--- config.mk ---
export PLATFORM = sky130hd
export DESIGN_NAME = nibble_serial_comparator
export DESIGN_NICKNAME = d
export VERILOG_FILES = /design/src/rtl/nibble_serial_comparator.sv
export SDC_FILE = /design/constraint.sdc
export NUM_CORES = 1
export LEC_CHECK = 0
export BUFFER_PORTS_ARGS = -buffer_cell sky130_fd_sc_hd__buf_4
export CAP_MARGIN = 30
export CORE_MARGIN = 2
export CORE_UTILIZATION = 50
export DETAILED_ROUTE_END_ITERATION = 8
export GPL_ROUTABILITY_DRIVEN = 0
export PLACE_DENSITY = 0.78
export SYNTH_ARGS = -nofsm -noshare
export SYNTH_HDL_FRONTEND = slang
export SYNTH_SLANG_ARGS = --single-unit
export TNS_END_PERCENT = 5
--- constraint.sdc ---
create_clock -name clk -period 1.9 [get_ports clk]
set_input_delay 0.095 -clock clk [delete_from_list [all_inputs] [get_ports clk]]
set_output_delay 0.095 -clock clk [all_outputs]
set_load 0.02 [all_outputs]
--- src/rtl/nibble_serial_comparator.sv ---
// Serial MSB-first unsigned comparator: one 4-bit nibble per clock, valid/ready in and out.
// Optional early exit on first differing nibble: define NIBBLE_CMP_EARLY_EXIT_EN.

module nibble_cmp_stage (
  input  logic       lt_in,
  input  logic       eq_in,
  input  logic       gt_in,
  input  logic [3:0] na,
  input  logic [3:0] nb,
  output logic       lt_o,
  output logic       eq_o,
  output logic       gt_o
);

  // Once a more significant nibble has decided the result, lower nibbles cannot change it.
  always_comb begin
    lt_o = lt_in;
    eq_o = eq_in;
    gt_o = gt_in;
    if (eq_in) begin
      lt_o = (na < nb);
      eq_o = (na == nb);
      gt_o = (na > nb);
    end
  end

endmodule

module nibble_serial_comparator #(
  parameter int WIDTH   = 16,
  parameter int NIBBLES = WIDTH / 4
) (
  input  logic             clk,
  input  logic             rst,
  input  logic             in_valid,
  output logic             in_ready,
  input  logic [WIDTH-1:0] a,
  input  logic [WIDTH-1:0] b,
  output logic             out_valid,
  input  logic             out_ready,
  output logic             lt_out,
  output logic             eq_out,
  output logic             gt_out
);

  localparam int CNT_W = (NIBBLES > 1) ? $clog2(NIBBLES) : 1;

  typedef enum logic [1:0] {IDLE, CMP, DONE} state_t;

  state_t             state, next_state;
  logic [WIDTH-1:0]   sa, sb;
  logic [CNT_W-1:0]   cnt;
  logic               casc_lt, casc_eq, casc_gt;
  logic               stg_lt, stg_eq, stg_gt;
  logic               accept, finish, release_res;

  nibble_cmp_stage u_stage (
    .lt_in (casc_lt),
    .eq_in (casc_eq),
    .gt_in (casc_gt),
    .na    (sa[WIDTH-1 -: 4]),
    .nb    (sb[WIDTH-1 -: 4]),
    .lt_o  (stg_lt),
    .eq_o  (stg_eq),
    .gt_o  (stg_gt)
  );

  assign in_ready  = (state == IDLE) && !rst;
  assign out_valid = (state == DONE);

  always_comb begin
    next_state  = state;
    accept      = 1'b0;
    finish      = 1'b0;
    release_res = 1'b0;
    case (state)
      IDLE: begin
        if (in_valid) begin
          accept     = 1'b1;
          next_state = CMP;
        end
      end
      CMP: begin
`ifdef NIBBLE_CMP_EARLY_EXIT_EN
        finish = (cnt == '0) || (casc_eq && !stg_eq);
`else
        finish = (cnt == '0);
`endif
        if (finish) next_state = DONE;
      end
      DONE: begin
        if (out_ready) begin
          release_res = 1'b1;
          next_state  = IDLE;
        end
      end
      default: next_state = IDLE;
    endcase
  end

  always_ff @(posedge clk) begin
    if (rst) state <= IDLE;
    else     state <= next_state;
  end

  // Operand shifters, nibble counter and cascade; the top nibble is always the one under test.
  always_ff @(posedge clk) begin
    if (rst) begin
      sa      <= '0;
      sb      <= '0;
      cnt     <= '0;
      casc_lt <= 1'b0;
      casc_eq <= 1'b0;
      casc_gt <= 1'b0;
    end else if (accept) begin
      sa      <= a;
      sb      <= b;
      cnt     <= CNT_W'(NIBBLES - 1);
      casc_lt <= 1'b0;
      casc_eq <= 1'b1;
      casc_gt <= 1'b0;
    end else if (state == CMP) begin
      sa      <= sa << 4;
      sb      <= sb << 4;
      cnt     <= cnt - 1'b1;
      casc_lt <= stg_lt;
      casc_eq <= stg_eq;
      casc_gt <= stg_gt;
    end
  end

  // Result flags are loaded from the freshly updated cascade and held until the consumer takes them.
  always_ff @(posedge clk) begin
    if (rst || release_res) begin
      lt_out <= 1'b0;
      eq_out <= 1'b0;
      gt_out <= 1'b0;
    end else if (finish) begin
      lt_out <= stg_lt;
      eq_out <= stg_eq;
      gt_out <= stg_gt;
    end
  end

  a_onehot: assert property (@(posedge clk) disable iff (rst)
    out_valid |-> $onehot({lt_out, eq_out, gt_out}));

endmodule

Word-level counts from Yosys, hierarchy flattened
Index checks and enable logic that the tools add are counted.
{ "op_classes": {"n_addsub": 1, "n_lt_le_gt_ge": 2, "eq_ne": 6, "muxes": 20, "reduce_logical": 8} }
{ "op_table": {"columns": ["operator", "count"], "rows": [
  ["2-to-1 mux 16 bit", 4],
  ["2-to-1 mux 1 bit", 10],
  ["2-to-1 mux 2 bit", 5],
  ["case mux 2 bit (3 select lines)", 1],
  ["equality test 4 bit", 1],
  ["greater-than comparator 4 bit", 1],
  ["zero test 2 bit", 2],
  ["< comparator 4 bit", 1],
  ["inequality test 2 bit (second input constant)", 2],
  ["AND reduction 3 bit", 1],
  ["equality test 2 x 1 -> 1 bit (second input constant)", 1],
  ["equality test 2 bit (second input constant)", 1],
  ["inequality test 2 x 1 -> 1 bit (second input constant)", 1],
  ["nonzero test 2 bit", 1],
  ["OR reduction 2 bit", 1],
  ["subtractor 2 x 1 -> 2 bit (second input constant)", 1],
  ["logical AND 1 bit", 1],
  ["zero test 1 bit", 1],
  ["logical OR 1 bit", 1]
]} }
{ "word_totals": {"regBits": 42, "inputBits": 36, "out_inout_bits": 5, "word_cells": 47} }

Depth between registers and ports, before layout
Gate-level depths: netlist (run 1).
{ "logic_depth": {"ltp_word": 4, "ltp_mapped": 7, "depth_no_buf": 6} }

Hierarchy
From an unflattened synthesis (run 1), not the netlist that was laid out.
{ "hier_totals": {"cells_unflattened": 228, "area_unflattened_um2": 1981.9} }
{ "by_module_without_submodules": {"columns": ["module", "instances", "cells_per_inst", "area_each_um2", "seq_area_each_um2"], "rows": [
  ["nibble_serial_comparator", 1, 210, 1854.3, 840.8],
  ["nibble_cmp_stage", 1, 18, 127.6, 0.0]
]} }

Worst setup path after synthesis (run 1)
No wires, ideal clock.
{ "synth_path": {"kind": "register to register", "start": "reg sb[13]", "end": "reg gt_out", "setup_time_ps": 120, "arrival_time_ps": 1329, "required_ps": 1780, "setup_slack_ps": 452, "path_stages_with_launch": 7, "n_path_buf": 0, "synth_period_minus_slack_ps": 1448, "cell_sequence": "dfxtp_1 > inv_1 > ha_1 > nor2b_1 > o211ai_1 > a211oi_1 > o31a_1"} }
{ "synth_between": {"elab_chain_cells": 2} }
{ "synth_lines": {"columns": ["item", "line", "rtl"], "rows": [
  ["start: declaration", "51", "logic [WIDTH-1:0] sa, sb;"],
  ["start signal: assignment", "124", "sb <= sb << 4;"],
  ["greater-than comparator 4 bit", "23", "gt_o = (na > nb);"],
  ["2-to-1 mux 1 bit", "20", "if (eq_in) begin"],
  ["end signal: assignment", "141", "gt_out <= stg_gt;"],
  ["end: declaration", "43", "output logic gt_out"]
]} }
No other way between the ends.
A chain may end at the register's enable or synchronous reset.

Final worst setup path (run 1)
Ends and elaborated chain as after synthesis.

==> results.cfg, run 1 <==
[clock_network]
cts-hold-fix-buffers = 0
cts_post_setup_buffers_inserted = 0
clk_root_buffer_cell = sky130_fd_sc_hd__clkbuf_8
clockBufferDepth = 2
tritoncts_num_sinks = 42
clk_latency_ns = 0.30
tritoncts = done
clkSlewWorstSetupHoldPaths_ns = 0.07
ctsHtreeMaxLevel = 2
cts_buffers = 5
post_cts_resize_count = 0

[yosys]
synthDominantCellAreaShare_pct = 43.8
mappedNetlistNets = 262
syn-mean-instance-area_um2 = 8.70
post_synth_xor_area_fraction_pct = 0.456
ys_top_cells_by_area = sky130_fd_sc_hd__dfxtp_1 44%, sky130_fd_sc_hd__a21oi_1 10%, sky130_fd_sc_hd__a22oi_1 7.8%
netlist-cell-type-count = 32
synth_fa_ha_area_share_pct = 3.26
syn-instance-count = 221
synth_top_family_by_area = compound AO/OA/AOI/OAI gates
ys_seq_area_share_pct = 43.8
post_synth_and_or_nand_nor_area_fraction_pct = 16.7
mappedNetlistArea_mm2 = 0.00192
post_synthesis_compound_gate_area_fraction_pct = 27.0
synth.largest_area_cell = sky130_fd_sc_hd__dfxtp_1
synth_warnings = 0
synthMuxAreaShare_pct = 0.521
ys_seq_elements = 42

[finish]
fillers = 361
layout.cell_area.non_filler_mm2 = 0.00226
ratio_of_cells_with_drive_above_1_in_the_final_layout_pct = 24.4
fin_nets = 295
finish.utilization_pct = 61.3
area_delta_synth_final_pct = 17.6
antenna_cells_inserted = 0

[worst_setup_path]
cp_data_required_time_ns = 2.09
crit_path_end_kind = flip-flop
timing.critical_path.arrival_ns = 1.76
start_kind = flip-flop
critPathMaxFanout = 3
worst-setup-path-type = reg -> reg

[detailed_routing]
drt_iter0_drc = 85
detail_route.wl_per_cell_um = 13.1
final_antenna_net_count = 0
drc = 0
detailedRoute.firstPassIterationCount = 4
detail_route.vias_per_cell = 5.30
num_vias = 1601
routed_wirelength_um = 3950

[run_status]
status = complete, no violations

[global_route]
maximum_number_of_pins_on_one_net_before_global_route_repair = 45
first_global_vias = 1492
antenna_found_initial = 0
grt_ovf = 0
global_route.usage.total_pct = 20.4
wire_length_of_the_first_global_routing_pass_um = 6730

[worst_hold_path]
min-delay-path-class = in -> reg

[placed_design]
port_buffers = 40
place_area_mm2 = 0.00218
detailedPlacementHpwl_um = 2720

[pwr]
power.density_mw_per_mm2 = 877
worst_ir_drop_vdd_mv = 0.592
leakagePower_nw = 0.871

[sta]
report.final.setup_viol = 0
rsz0062_at_grt = false
fin_skew_ns = 0.00366
worstMarginPinSlew_ns = 0.531
post-route-min-period_ns = 1.58
finalMaxSlewViolations = 0
final_worst_path_cycle_share_pct = 82.9
hold_viol_final = 0
tns_ns = 0
slew_headroom_pct = 64.5
clock.fmax_ghz = 0.635

[run]
maxCapViolCount = 0

[floorplanning]
placeableCoreArea_mm2 = 0.00369
num_io_pins = 41
die_area_mm2 = 0.00436
fp-row-count = 22
die_w_um = 66.0
start_util_pct = 52.1
die_h_um = 66.0
[per-stage QoR]
| step | std cells | hold slack [ns] | power (mW) | setup WS [ns] |
|---|---|---|---|---|
| floorplan | 221 | 0.231 | 1.35 | 0.452 |
| global placement | 295 | 0.343 | 1.45 | 0.400 |
| detailed placement | 295 | 0.352 | 1.46 | 0.328 |
| CTS | 302 | 0.0343 | 1.99 | 0.314 |
| global route | 302 | 0.0307 | 2.10 | 0.152 |
| finish | 302 | 0.0386 | 1.98 | 0.325 |
[state kept, by name, indices dropped and copies added (netlist names)]
signal   cells
casc_eq      1
cnt          2
casc_lt      1
eq_out       1
casc_gt      1
gt_out       1
lt_out       1
sa          16
state        2
sb          16
[cell families after synthesis]
logic type,count (synthesis)
XOR/XNOR,1
adder cells (fa/ha/maj),5
buffers and inverters,25
flip-flops,42
AO/OA/AOI/OAI,80
AND/OR/NAND/NOR,67
multiplexers,1
[per-layer routing]
metal | routed length (um) | share of wire [%] | vias to the layer above | GRT usage (%)
li1 | - | - | 840 | -
met1 | 1900 | 48 | 715 | 28.1
met2 | 1840 | 47 | 42 | 30.7
met3 | 174 | 4.4 | 4 | 6.64
met4 | 36 | 0.91 | 0 | 5.87
met5 | 0 | 0 | - | 0
[critical path, cell delays in order, from the launching register on]
cell and delay, ns:
sky130_fd_sc_hd__dfxtp_1 0.33, sky130_fd_sc_hd__inv_1 0.05, sky130_fd_sc_hd__ha_1 0.28, sky130_fd_sc_hd__nor2b_1 0.13
sky130_fd_sc_hd__o211ai_1 0.25, sky130_fd_sc_hd__a211oi_1 0.14, sky130_fd_sc_hd__o31a_1 0.29
[final timing paths]
kind	start	end	slack, ns	depth (start not counted)
max	sb[13]	gt_out	0.32	6
max reg2reg	sb[13]	gt_out	0.32	6
min	a[0]	sa[0]	0.04	3
min reg2reg	sb[8]	sb[8]	0.46	2
[synth_stat cells (all sizes together)]
cell type	number
xnor2	1
nor2	6
o31a	1
o21ai	5
a221oi	2
nor2b	4
a211oi	1
nor3	1
inv	7
buf	12
and4	1
mux2i	1
o211ai	1
nand2	39
a21o	1
dfxtp	42
a22oi	24
nand2b	3
a211o	1
nand3	9
and2b	1
clkbuf	6
or2b	1
a21oi	44
nor3b	2
ha	5
[cells in the final DEF (no fill, tap or decap), types with 2 or more instances in the layout]
master / count
sky130_fd_sc_hd__dfxtp_1: 42
sky130_fd_sc_hd__buf_4: 44
sky130_fd_sc_hd__nand3_1: 9
sky130_fd_sc_hd__a22oi_1: 20
sky130_fd_sc_hd__a21oi_2: 4
sky130_fd_sc_hd__clkbuf_8: 5
sky130_fd_sc_hd__a22oi_2: 4
sky130_fd_sc_hd__nand2_1: 39
sky130_fd_sc_hd__nor2_1: 5
sky130_fd_sc_hd__o21ai_0: 5
sky130_fd_sc_hd__nand2b_1: 3
sky130_fd_sc_hd__ha_1: 5
sky130_fd_sc_hd__a21oi_1: 40
sky130_fd_sc_hd__inv_1: 7
sky130_fd_sc_hd__nor2b_1: 3
sky130_fd_sc_hd__a221oi_1: 2
[report_power, final]
group	switching [mW]	internal [mW]	leakage, nW	total [mW]
Combinational	0.235	0.193	0.489	0.428
Sequential	0.0523	0.956	0.345	1.01
Clock	0.295	0.252	0.0373	0.547
[layout make-up]
type                            instances  area (um2)  area share [%]
Inverter                                7        26.3            1.16
Clock buffer                            6        72.6            3.21
Timing Repair Buffer                   44         330            14.6
Sequential cell                        42         841            37.2
Tap cell                               48        60.1            2.66
Clock inverter                          1        7.51           0.332
Multi-Input combinational cell        154         923            40.8
No activity file was read; power rests on OpenSTA's default activity.
==> run 2: changes to the inputs <==
--- a/config.mk
+++ b/config.mk
@@ -5,10 +5,11 @@
 export SDC_FILE = /design/constraint.sdc
 export NUM_CORES = 1
 export LEC_CHECK = 0
+export ABC_AREA = 1
 export BUFFER_PORTS_ARGS = -buffer_cell sky130_fd_sc_hd__buf_4
 export CAP_MARGIN = 30
 export CORE_MARGIN = 2
-export CORE_UTILIZATION = 50
+export CORE_UTILIZATION = 48
 export DETAILED_ROUTE_END_ITERATION = 8
 export GPL_ROUTABILITY_DRIVEN = 0
 export PLACE_DENSITY = 0.78
==> constraint.sdc (replaced) <==
create_clock -name clk -period 1.4 [get_ports clk]
set_input_delay 0.07 -clock clk [delete_from_list [all_inputs] [get_ports clk]]
set_output_delay 0.07 -clock clk [all_outputs]
set_load 0.02 [all_outputs]
==> results.cfg, run 2 <==
[clock_network]
cts-hold-fix-buffers = 0
cts_post_setup_buffers_inserted = 0
tritoncts_num_sinks = 42
clkSlewWorstSetupHoldPaths_ns = 0.08
clockBufferDepth = 2
ctsHtreeMaxLevel = 2
clk_latency_ns = 0.30
cts_buffers = 5
tritoncts = done
clk_root_buffer_cell = sky130_fd_sc_hd__clkbuf_8

[worst_hold_path]
min-delay-path-class = in -> reg

[pwr]
leakagePower_nw = 1.22
switching_share_pct = 26.0
total_switching_power_mw = 0.826
worst_ir_drop_vdd_mv = 0.724
power.density_mw_per_mm2 = 1290
finalPower_mw = 3.17
internal-power_mw = 2.34
power.share.sequential_pct = 42.7
share_clk_of_total_power_pct = 36.8
combPwrFrac_pct = 20.6

[yosys]
synth_warnings = 0
synth.largest_area_cell = sky130_fd_sc_hd__dfxtp_1
ys_seq_elements = 42
netlist-cell-type-count = 19
mappedNetlistArea_mm2 = 0.00193
asyncSetResetFlopFracSynth_pct = 0
syn-instance-count = 280
ys_top_cells_by_area = sky130_fd_sc_hd__dfxtp_1 44%, sky130_fd_sc_hd__nand2_1 21%, sky130_fd_sc_hd__a21oi_1 9.1%
ys.flop_type = sky130_fd_sc_hd__dfxtp_1
synth_common_cells = 107 x sky130_fd_sc_hd__nand2_1, 42 x sky130_fd_sc_hd__dfxtp_1, 35 x sky130_fd_sc_hd__a21oi_1, 35 x sky130_fd_sc_hd__nor2_1, 21 x sky130_fd_sc_hd__inv_1
synthDominantCellAreaShare_pct = 43.6
synth.most_common_cell = sky130_fd_sc_hd__nand2_1
number_of_synthesized_flops_with_an_enable_pin = 0
ys_seq_area_share_pct = 43.6
syn-mean-instance-area_um2 = 6.90
mappedNetlistNets = 321

[detailed_routing]
num_vias = 1741
routed_wirelength_um = 3870
drc = 0
detail_route.vias_per_cell = 4.69
final_antenna_net_count = 0
drt_iter0_drc = 64
detail_route.wl_per_cell_um = 10.4
detailedRoute.firstPassIterationCount = 4

[worst_setup_path]
worstRegToRegCells = 7
setup.worst_path.end = sa[15]
rr_endpoint = sa[15]
worst-setup-path-type = reg -> reg
worst-path-buf-inv = 3
max_stage_delay_ns = 0.32
start_kind = flip-flop
crit_family = buffers and inverters
r2r_slack_ns = 0.11
crit_cells = 7
critical_path.startpoint = state[1]
crit_path_end_kind = flip-flop
timing.critical_path.arrival_ns = 1.48
crit_chain = inv_2 > nand2_2 > inv_6 > nor2_8 > buf_4 > a21oi_1 > nor2_1
cpMaxStageDelayCell = sky130_fd_sc_hd__dfxtp_1
critPathMaxFanout = 15
cp_data_required_time_ns = 1.59
r2r-start = state[1]

[run_status]
status = complete, no violations

[global_route]
first_global_vias = 1648
globalRouteMet2Util_pct = 35.1
grt_util_met1_pct = 22.6
grt_busiest_layer = met2
wire_length_of_the_first_global_routing_pass_um = 6730
grt_ovf = 0
use_met3_pct = 5.50
antenna_found_initial = 0
maximum_number_of_pins_on_one_net_before_global_route_repair = 33
global_route.usage.total_pct = 19.6

[sta]
rsz0062_at_grt = true
worstMarginPinSlew_ns = 0.251
slew_headroom_pct = 83.3
report.final.setup_viol = 0
hold_viol_final = 0
clock.fmax_ghz = 0.778
fin_skew_ns = 0.00708
post-route-min-period_ns = 1.29
hold_slack_ns = 0.0293
finalMaxSlewViolations = 0
final_worst_path_cycle_share_pct = 91.9

[placed_design]
port_buffers = 40
place_area_mm2 = 0.00228
detailedPlacementHpwl_um = 2790

[finish]
multiInputGateArea_um2 = 916
regArea_um2 = 843
finish.utilization_pct = 62.1
layout_common_cells = 106 x sky130_fd_sc_hd__nand2_1, 43 x sky130_fd_sc_hd__buf_4, 40 x sky130_fd_sc_hd__dfxtp_1
fillers = 369
layout_commonest_cell = sky130_fd_sc_hd__nand2_1
top_regs = sa (16), sb (16)
fin_nets = 361
layout.cell_area.non_filler_mm2 = 0.00245
area_delta_synth_final_pct = 26.8
ratio_of_cells_with_drive_above_1_in_the_final_layout_pct = 20.6
antenna_cells_inserted = 0

[run]
maxCapViolCount = 0

[floorplanning]
num_io_pins = 41
fp-row-count = 23
die_area_mm2 = 0.00455
die_h_um = 67.4
placeableCoreArea_mm2 = 0.00394
die_w_um = 67.4
start_util_pct = 49.0
## run 2: logic make-up (layout without fill, tap and decap cells)
family                     after synthesis  in the layout  synth area share, %
buffers and inverters                   38             79                 9.92
AOI/OAI and AO/OA                       45             45                 12.1
DFF                                     42             42                 43.6
and+or+nand+nor                        150            150                 31.2
adders and majority gates                5              5                 3.24
## run 2: worst min path at each step
stage                     startpoint  cells after the start  slack, ns  endpoint
final                           a[0]                      3       0.03     sa[0]
after global routing            a[1]                      3       0.02     sa[1]
after CTS                       a[0]                      3       0.02     sa[0]
after detailed placement        a[0]                      3       0.34     sa[0]
after global placement          a[2]                      3       0.33     sa[2]
after floorplan                 a[0]                      2       0.22     sa[0]
## run 2: worst min-delay path: cells and delay by family
family                 cells  cell delay [ns]
buffers and inverters      1             0.10
AND/OR/NAND/NOR            1             0.05
AO/OA/AOI/OAI              1             0.05
## run 2: metal layers
metal / share of wire (%) / routed length (um)
met1: 43 / 1660
met2: 51 / 1990
met3: 4.7 / 183
met4: 0.93 / 36
met5: 0 / 0
## run 2: what timing repair did
item                                   in CTS  in global routing
setup endpoints to repair                   0                  3
endpoints found under the hold margin       0                  0
resized for setup                           0                  6
## run 2: final cells by class
cell class                      count  share of cell area (%)
Clock buffer                        6                    3.37
Clock inverter                      2                    2.45
Inverter                           25                    4.14
Multi-Input combinational cell    200                    37.4
Sequential cell                    42                    34.4
Tap cell                           50                    2.55
Timing Repair Buffer               46                    15.6
## run 2: power by group through the flow
stage / clock network, mW / logic [mW] / registers, mW
final: 1.17 / 0.652 / 1.35
after global routing: 1.25 / 0.754 / 1.36
after CTS: 1.19 / 0.641 / 1.35
after detailed placement: 0 / 0.639 / 1.38
after global placement: 0 / 0.619 / 1.37
after floorplan: 0 / 0.438 / 1.38
## run 2: stage by stage
stage	worst slack [ns]	TNS, ns	cells
final	0.114	0	371
after global routing	-0.000212	-0.000212	371
after CTS	0.0731	0	371
after global placement	0.148	0	363
after detailed placement	0.0900	0	363
after floorplan	0.229	0	280
==> run 3: changes to the inputs <==
--- a/config.mk
+++ b/config.mk
@@ -13,6 +13,7 @@
 export DETAILED_ROUTE_END_ITERATION = 8
 export GPL_ROUTABILITY_DRIVEN = 0
 export PLACE_DENSITY = 0.78
+export RECOVER_POWER = 100
 export SYNTH_ARGS = -nofsm -noshare
 export SYNTH_HDL_FRONTEND = slang
 export SYNTH_SLANG_ARGS = --single-unit
==> results.cfg, run 3 (synthesis results as in run 2) <==
[clock_network]
tritoncts = done
clockBufferDepth = 2
cts_buffers = 5
clk_latency_ns = 0.30
ctsHtreeMaxLevel = 2
tritoncts_num_sinks = 42
clk_root_buffer_cell = sky130_fd_sc_hd__clkbuf_8
clkSlewWorstSetupHoldPaths_ns = 0.08
cts_post_setup_buffers_inserted = 0

[detailed_routing]
detail_route.wl_per_cell_um = 10.5
num_vias = 1739
routed_wirelength_um = 3880
detail_route.vias_per_cell = 4.69
drt_iter0_drc = 66
drc = 0
final_antenna_net_count = 0
detailedRoute.firstPassIterationCount = 4

[run_status]
status = complete, no violations

[finish]
regArea_um2 = 843
fin_nets = 361
layout_common_cells = 106 x sky130_fd_sc_hd__nand2_1, 40 x sky130_fd_sc_hd__dfxtp_1, 39 x sky130_fd_sc_hd__buf_4
area_delta_synth_final_pct = 26.1
ratio_of_cells_with_drive_above_1_in_the_final_layout_pct = 19.0
finish.cell_count_without_fillers = 371
antenna_cells_inserted = 0
multiInputGateArea_um2 = 916
layout_commonest_cell = sky130_fd_sc_hd__nand2_1
top_regs = sa (16), sb (16)
fillers = 377
layout.cell_area.non_filler_mm2 = 0.00243

[placed_design]
placed_cells_incl_taps = 363
detailedPlacementHpwl_um = 2790
port_buffers = 40
place_area_mm2 = 0.00228

[worst_hold_path]
min-delay-path-class = in -> reg
min_path_cells = 3

[worst_setup_path]
cpMaxStageDelayCell = sky130_fd_sc_hd__dfxtp_1
max_stage_delay_ns = 0.32
timing.critical_path.arrival_ns = 1.48
critPathMaxFanout = 15
crit_path_end_kind = flip-flop
worst-setup-path-type = reg -> reg
r2r_slack_ns = 0.11
crit_chain = inv_2 > nand2_2 > inv_6 > nor2_8 > buf_4 > a21oi_1 > nor2_1
cp_data_required_time_ns = 1.59
crit_cells = 7
start_kind = flip-flop
worstRegToRegCells = 7
worst-path-buf-inv = 3
crit_family = buffers and inverters

[sta]
tns_ns = 0
rsz0062_at_grt = true
final_worst_path_cycle_share_pct = 91.8
worstMarginPinSlew_ns = 0.251
post-route-min-period_ns = 1.29
clock.fmax_ghz = 0.778
hold_viol_final = 0
finalMaxSlewViolations = 0
fin_skew_ns = 0.00708
hold_slack_ns = 0.0293
report.final.setup_viol = 0
slew_headroom_pct = 83.3

[floorplanning]
fp-row-count = 23
placeableCoreArea_mm2 = 0.00394
die_h_um = 67.4
die_area_mm2 = 0.00455
num_io_pins = 41
start_util_pct = 49.0
die_w_um = 67.4

[run]
maxCapViolCount = 0

[global_route]
maximum_number_of_pins_on_one_net_before_global_route_repair = 33
first_global_vias = 1648
antenna_found_initial = 0
grt_ovf = 0
global_route.usage.total_pct = 19.6
wire_length_of_the_first_global_routing_pass_um = 6730

[pwr]
power.density_mw_per_mm2 = 1300
leakagePower_nw = 1.21
finalPower_mw = 3.16
worst_ir_drop_vdd_mv = 0.724
==> run 3: cell count changes in the layout (fill, tap and decap cells not counted) <==
cell | previous run | this run
sky130_fd_sc_hd__inv_1 | 21 | 22
sky130_fd_sc_hd__clkbuf_1 | 0 | 4
sky130_fd_sc_hd__buf_4 | 43 | 39
sky130_fd_sc_hd__inv_2 | 2 | 1
==> run 3: final timing paths <==
| path | startpoint | to |
|---|---|---|
| hold / removal | a[0] | sa[0] |
| setup reg to reg | state[1] | sa[15] |
| hold reg to reg | sa[1] | sa[1] |
| setup / recovery | state[1] | sa[15] |
==> run 3: what timing repair did <==
action / 4_1_cts / 5_1_grt
hold buffers: 0 / 0
setup endpoints to repair: 0 / 3
gates resized for setup: 0 / 6
==> run 3: metal layers <==
| metal | part of all wire [%] | vias to the layer above | track usage (%) |
|---|---|---|---|
| li1 | - | 944 | - |
| met5 | 0 | - | 0 |
| met2 | 52 | 36 | 35.1 |
| met3 | 4.7 | 2 | 5.50 |
| met4 | 0.93 | 0 | 6.12 |
| met1 | 43 | 757 | 22.6 |
==> run 3: area by class of cell <==
class                      count  share of cell area [%]
clock buffer                   6                    3.39
multi-input combinational    200                    37.6
inverter                      25                    4.16
sequential                    42                    34.7
clock inverter                 2                    2.47
timing repair buffer          46                    15.1
tap                           50                    2.57
==> run 3: worst reg2reg max path: cells and delay by family (launching register included) <==
family	cells	cell delay [ns]
buf+inv	3	0.43
flops	1	0.32
simple gates	3	0.24
compound gates	1	0.20
==> run 3: where the power goes <==
part	total, mW	switching, mW	leakage (nW)	internal (mW)
clock network	1.17	0.405	0.0714	0.760
logic	0.643	0.366	0.789	0.276
registers	1.35	0.0533	0.346	1.30
total	3.16	0.825	1.21	2.34
==> run 3: metrics by stage <==
stage                     utilization (%)  setup WS (ns)
after detailed placement             57.9         0.0900
after CTS                            61.5         0.0731
final                                61.7          0.114
after global routing                 61.7      -0.000212
after floorplan                         -          0.229
after global placement               57.9          0.148
